--- src/rtl/m_req_flit_fifo.sv ---
// Purpose : packet-aware store-and-forward flit FIFO from the memory request
//           upload stage to the ring request port; a packet is offered to the
//           ring only after its tail flit is stored.
// Latency : tail accepted at edge N -> v_flit_out high from cycle N+1; output is
//           show-ahead (head-of-FIFO flit visible while v_flit_out is high).
// Backpr. : req_fifo_rdy drops when all DEPTH entries are used; ring_rdy_in low
//           holds the output flit; one write and one read per cycle sustained.
//
// Ports:
//   clk, rst            clock; synchronous active-low reset
//   flit_in/ctrl_in     flit and type (01 head, 10 body, 11 tail, 00 illegal)
//   v_flit_in           input flit valid
//   req_fifo_rdy        space available toward the upload stage
//   flit_out/ctrl_out   head-of-FIFO flit and type toward the ring
//   v_flit_out          output valid (at least one complete packet stored)
//   ring_rdy_in         ring accepts the output flit this cycle
//   pkt_cnt             number of complete packets stored
//   proto_err           sticky: illegal flit type sequence seen
//   ovf_err             sticky: v_flit_in while req_fifo_rdy low
module m_req_flit_fifo #(
  parameter int DEPTH = 16,
  parameter int PTR_W = 4
) (
  input  logic             clk,
  input  logic             rst,
  input  logic [15:0]      flit_in,
  input  logic [1:0]       ctrl_in,
  input  logic             v_flit_in,
  output logic             req_fifo_rdy,
  output logic [15:0]      flit_out,
  output logic [1:0]       ctrl_out,
  output logic             v_flit_out,
  input  logic             ring_rdy_in,
  output logic [PTR_W:0]   pkt_cnt,
  output logic             proto_err,
  output logic             ovf_err
);

  localparam logic [1:0]     CTRL_HEAD = 2'b01;
  localparam logic [1:0]     CTRL_BODY = 2'b10;
  localparam logic [1:0]     CTRL_TAIL = 2'b11;
  localparam logic [PTR_W:0] FULL_CNT  = (PTR_W+1)'(DEPTH);

  typedef enum logic {
    WAIT_HEAD,
    IN_PKT
  } chk_state_t;

  // storage: {ctrl, flit}
  logic [17:0]      mem [DEPTH];
  logic [PTR_W-1:0] wr_ptr;
  logic [PTR_W-1:0] rd_ptr;
  logic [PTR_W:0]   cnt;

  chk_state_t state_q;
  chk_state_t state_d;

  logic legal;
  logic wr_en;
  logic rd_en;
  logic wr_tail;
  logic rd_tail;

  assign req_fifo_rdy = (cnt != FULL_CNT);

  // show-ahead read port
  assign flit_out   = mem[rd_ptr][15:0];
  assign ctrl_out   = mem[rd_ptr][17:16];
  // Only complete packets are offered, so once the head is visible the rest
  // of the packet is already stored and the ring sees no bubbles.
  assign v_flit_out = (pkt_cnt != '0);

  assign rd_en   = v_flit_out & ring_rdy_in;
  assign wr_tail = wr_en & (ctrl_in == CTRL_TAIL);
  assign rd_tail = rd_en & (ctrl_out == CTRL_TAIL);

  // input checker: classifies the incoming flit type against packet framing
  always_comb begin
    state_d = state_q;
    legal   = 1'b0;
    case (state_q)
      WAIT_HEAD: legal = (ctrl_in == CTRL_HEAD);
      IN_PKT:    legal = (ctrl_in == CTRL_BODY) || (ctrl_in == CTRL_TAIL);
      default:   legal = 1'b0;
    endcase

    // A full FIFO drops the flit before the checker sees it, so the framing
    // state only advances on flits that are actually stored.
    wr_en = v_flit_in & req_fifo_rdy & legal;

    if (wr_en) begin
      case (state_q)
        WAIT_HEAD: state_d = IN_PKT;
        IN_PKT:    if (ctrl_in == CTRL_TAIL) state_d = WAIT_HEAD;
        default:   state_d = WAIT_HEAD;
      endcase
    end
  end

  always_ff @(posedge clk) begin
    if (!rst) begin
      state_q   <= WAIT_HEAD;
      wr_ptr    <= '0;
      rd_ptr    <= '0;
      cnt       <= '0;
      pkt_cnt   <= '0;
      proto_err <= 1'b0;
      ovf_err   <= 1'b0;
    end else begin
      state_q <= state_d;

      if (wr_en) wr_ptr <= wr_ptr + PTR_W'(1);
      if (rd_en) rd_ptr <= rd_ptr + PTR_W'(1);

      case ({wr_en, rd_en})
        2'b10:   cnt <= cnt + (PTR_W+1)'(1);
        2'b01:   cnt <= cnt - (PTR_W+1)'(1);
        default: cnt <= cnt;
      endcase

      // tail in and tail out in the same cycle leave the packet count alone
      case ({wr_tail, rd_tail})
        2'b10:   pkt_cnt <= pkt_cnt + (PTR_W+1)'(1);
        2'b01:   pkt_cnt <= pkt_cnt - (PTR_W+1)'(1);
        default: pkt_cnt <= pkt_cnt;
      endcase

      if (v_flit_in && !req_fifo_rdy)         ovf_err   <= 1'b1;
      if (v_flit_in && req_fifo_rdy && !legal) proto_err <= 1'b1;
    end
  end

  // data array needs no reset: nothing is read until a complete packet exists
  always_ff @(posedge clk) begin
    if (wr_en) mem[wr_ptr] <= {ctrl_in, flit_in};
  end

endmodule

--- config.mk ---
export PLATFORM = sky130hd
export DESIGN_NAME = m_req_flit_fifo
export DESIGN_NICKNAME = d
export VERILOG_FILES = /design/src/rtl/m_req_flit_fifo.sv
export SDC_FILE = /design/constraint.sdc
export NUM_CORES = 1
export LEC_CHECK = 0
export BUFFER_PORTS_ARGS = -buffer_cell sky130_fd_sc_hd__buf_2
export CAP_MARGIN = 40
export CELL_PAD_IN_SITES_DETAIL_PLACEMENT = 1
export CELL_PAD_IN_SITES_GLOBAL_PLACEMENT = 2
export CORE_MARGIN = 2
export CORE_UTILIZATION = 34
export CTS_CLUSTER_SIZE = 24
export DETAILED_ROUTE_END_ITERATION = 8
export PLACE_DENSITY_LB_ADDON = 0.1
export SYNTH_ARGS = -nofsm -noshare
export SYNTH_HDL_FRONTEND = slang
export SYNTH_SLANG_ARGS = --single-unit
--- constraint.sdc ---
create_clock -name clk -period 4.4 [get_ports clk]
set_input_delay 0.44 -clock clk [delete_from_list [all_inputs] [get_ports clk]]
set_output_delay 0.44 -clock clk [all_outputs]
set_load 0.01 [all_outputs]
==> reports/results.tsv <==
stage	metric	value	unit
final_layout	share of cells above drive strength 1	33.67	%
worst_setup_path	CP required	4.79	ns
power	P_leak	4.564	nW
clocking	htree depth	2	
global_routing	pin count of the biggest net entering global routing	36	
clocking	CTS max path bufs	3	
synth	total nets after synthesis	604	
drt	total number of vias	5760	
place	HPWL Detailed	16540	um
worst_setup_path	Worst Setup Start Kind	register	
worst_setup_path	Buf/Inv on CP	1	
worst_setup_path	R2R cell count	13	
min_path	hold path endpoint	mem[4][4]	
drt	WL final	28370	um
die	Top Ports	49	
synth	Cells after Synth	567	
drt	routed vias/inst	5.035	
power	cell area power density	432.8	nW/um2
status	status	complete, no violations	
clocking	Clk pin slew, worst setup/hold paths	0.06	ns
timing	clock period minus worst slack	3.808	ns
clocking	CTS Root Buffer Type	clkbuf_16	
synth	leading area contributor after synthesis	edfxtp_1	
global_routing	initial antenna violation count	0	
clocking	CTS tree	done	
min_path	Hold Startpoint	flit_in[4]	
die	core box area	35480	um2
synth	Yosys reg bits	313	
worst_setup_path	register-to-register setup slack	0.59	ns
clocking	TritonCTS Buffers	36	
drt	Pre-antenna DRT Iters	4	
die	Cell Rows	69	
worst_setup_path	CP max stage cell	dfxtp_1	
timing	Post-Route Skew	0.01456	ns
timing	final setup fails	0	
timing	actual slew at the worst max-slew pin	0.8395	ns
drt	initial drt markers	234	
drt	DRC	0	
die	die area	37510	um2
timing	f_max	262.6	MHz
place	Placed Area	13170	um2
run	total of max-cap violations	0	
power	post-layout total power	6.175	mW
place	gpl congestion	0.7212	
place	number of port buffers	48	
die	DIE WIDTH	193.7	um
worst_setup_path	reg2reg end	pkt_cnt[4]	
clocking	Sink Count	313	
min_path	Hold Crit Depth	1	
final_layout	commonest non-fill, non-tap cell in the layout	edfxtp_1	
worst_setup_path	CP top delay family	simple AND/OR/NAND/NOR gates	
min_path	Hold Path Class	in2reg	
synth	ys flop type	edfxtp_1	
clocking	post-CTS setup buffer count	0	
timing	Tcrit/Tclk final	86.55	%
synth	synth top area cells	edfxtp_1 (71%), mux4_2 (16%), dfxtp_1 (4.1%), ha_1 (1.3%), and2_1 (0.66%)	
final_layout	fillers	3369	
synth	Synthesis Warnings	0	
global_routing	first-pass GRT wire length	42660	um
synth	Seq/Total Area, Yosys	74.79	%
synth	Post-synth EDFFs	288	
clocking	clk_lat worst skew	0.51	ns
timing	final hold vios	0	
global_routing	GRT Total Usage	15.50	%
final_layout	# diodes	0	
timing	RSZ-0062 raised after global routing	no	
global_routing	Congestion Overflow GR	0	
final_layout	commonest cells after routing, fill and taps aside	edfxtp_1 (288), mux4_2 (87), buf_2 (48)	
synth	post-synthesis cell area	12230	um2
clocking	# resized after CTS	0	
timing	max_slew headroom	43.92	%
drt	WL per Instance	24.80	um
timing	Max Slew Vio Count	0	
final_layout	area delta synth->final	16.64	%
timing	TNS Setup	0	ns
synth	Synth top area share	70.70	%
worst_setup_path	CP max stage delay	0.71	ns
final_layout	design area	14270	um2
worst_setup_path	Crit Path Class	reg2reg	
synth	Netlist cell types	38	
worst_setup_path	Worst setup EP type	register	
die	DIE HEIGHT	193.7	um
worst_setup_path	critical path fanouts, max	9	
synth	ys async rst share	0	%
synth	syn avg cell area	21.57	um2
worst_setup_path	CP cell instances	buf_4, mux4_2, and2_1, a211oi_1, a21oi_1, and3_1, ha_1, ha_1, nor2b_1, o21ai_0, a21oi_1, or3b_2, mux2i_1	
drt	antenna viol nets, final	0	
power	maximum vdd drop	256.5	uV
final_layout	Net count, final	693	
clocking	Post-CTS Hold Buffers	0	
die	Starting Density	34.48	%
worst_setup_path	WP depth	13	
worst_setup_path	worst endpoint data arrival time	4.20	ns
global_routing	vias in the first global route	6443	
routing by layer:
layer  part of all wire [%]  track usage, %  vias up
met5                      0               0        -
met4                    1.9           3.817        0
met3                    2.7           2.157       47
met2                     50           26.53       81
met1                     46           20.99     3127
li1                       -               -     2505
how the worst max path moves through the flow:
stage	startpoint	end	slack, ns
2_1_floorplan	register	pkt_cnt[4]	1.13
3_3_place_gp	register	pkt_cnt[4]	0.68
3_5_place_dp	register	pkt_cnt[4]	0.57
4_1_cts	register	pkt_cnt[4]	0.55
5_1_grt	register	pkt_cnt[4]	0.33
6_report	register	pkt_cnt[4]	0.59
logic make-up after synthesis:
family	synth area share, %
AO/OA/AOI/OAI	1.319
XOR/XNOR	0.7875
adder cells (fa/ha/maj)	1.657
buffers and inverters	1.606
AND/OR/NAND/NOR	3.068
flip-flops	74.79
multiplexers	16.77
through the flow:
step                      instances  worst slack (ns)  hold slack (ns)  util, %
after global placement         1079            0.6830           0.4400    37.11
after floorplan                 567             1.128           0.4872        -
final                          1144            0.5918           0.3088    40.21
after global routing           1144            0.3297           0.3057    40.21
after detailed placement       1079            0.5673           0.4501    37.11
after CTS                      1144            0.5549           0.2862    40.21
registers in the layout, indices dropped and copies added, names as in the netlist, named ones only:
register	count
proto_err	1
wr_ptr	4
cnt	5
pkt_cnt	5
mem	288
rd_ptr	4
ovf_err	1
state_q	1
report_power, final:
| group | internal, mW | total (mW) | switching, mW |
|---|---|---|---|
| Clock | 1.64 | 2.78 | 1.14 |
| Combinational | 0.0454 | 0.127 | 0.0817 |
| Sequential | 3.26 | 3.26 | 0.00668 |
final cells by class:
class / instances / area (um2) / area share, %
clock buffer: 48 / 988.4 / 6.927
clock inverter: 17 / 112.6 / 0.7892
inverter: 13 / 48.80 / 0.3420
multi-input combinational: 216 / 2938 / 20.59
sequential: 313 / 9154 / 64.15
tap: 461 / 576.8 / 4.042
timing repair buffer: 76 / 450.4 / 3.157
cells in the mapped netlist (7+ instances only):
cell type and count:
buf_2 10, clkbuf_1 10, ha_1 13, dfxtp_1 25
xnor2_1 7, nand2_1 21, o21ai_0 8, mux4_2 87
inv_1 12, and2_1 13, nor2_1 14, edfxtp_1 288
No activity file was read; power rests on OpenSTA's default activity.
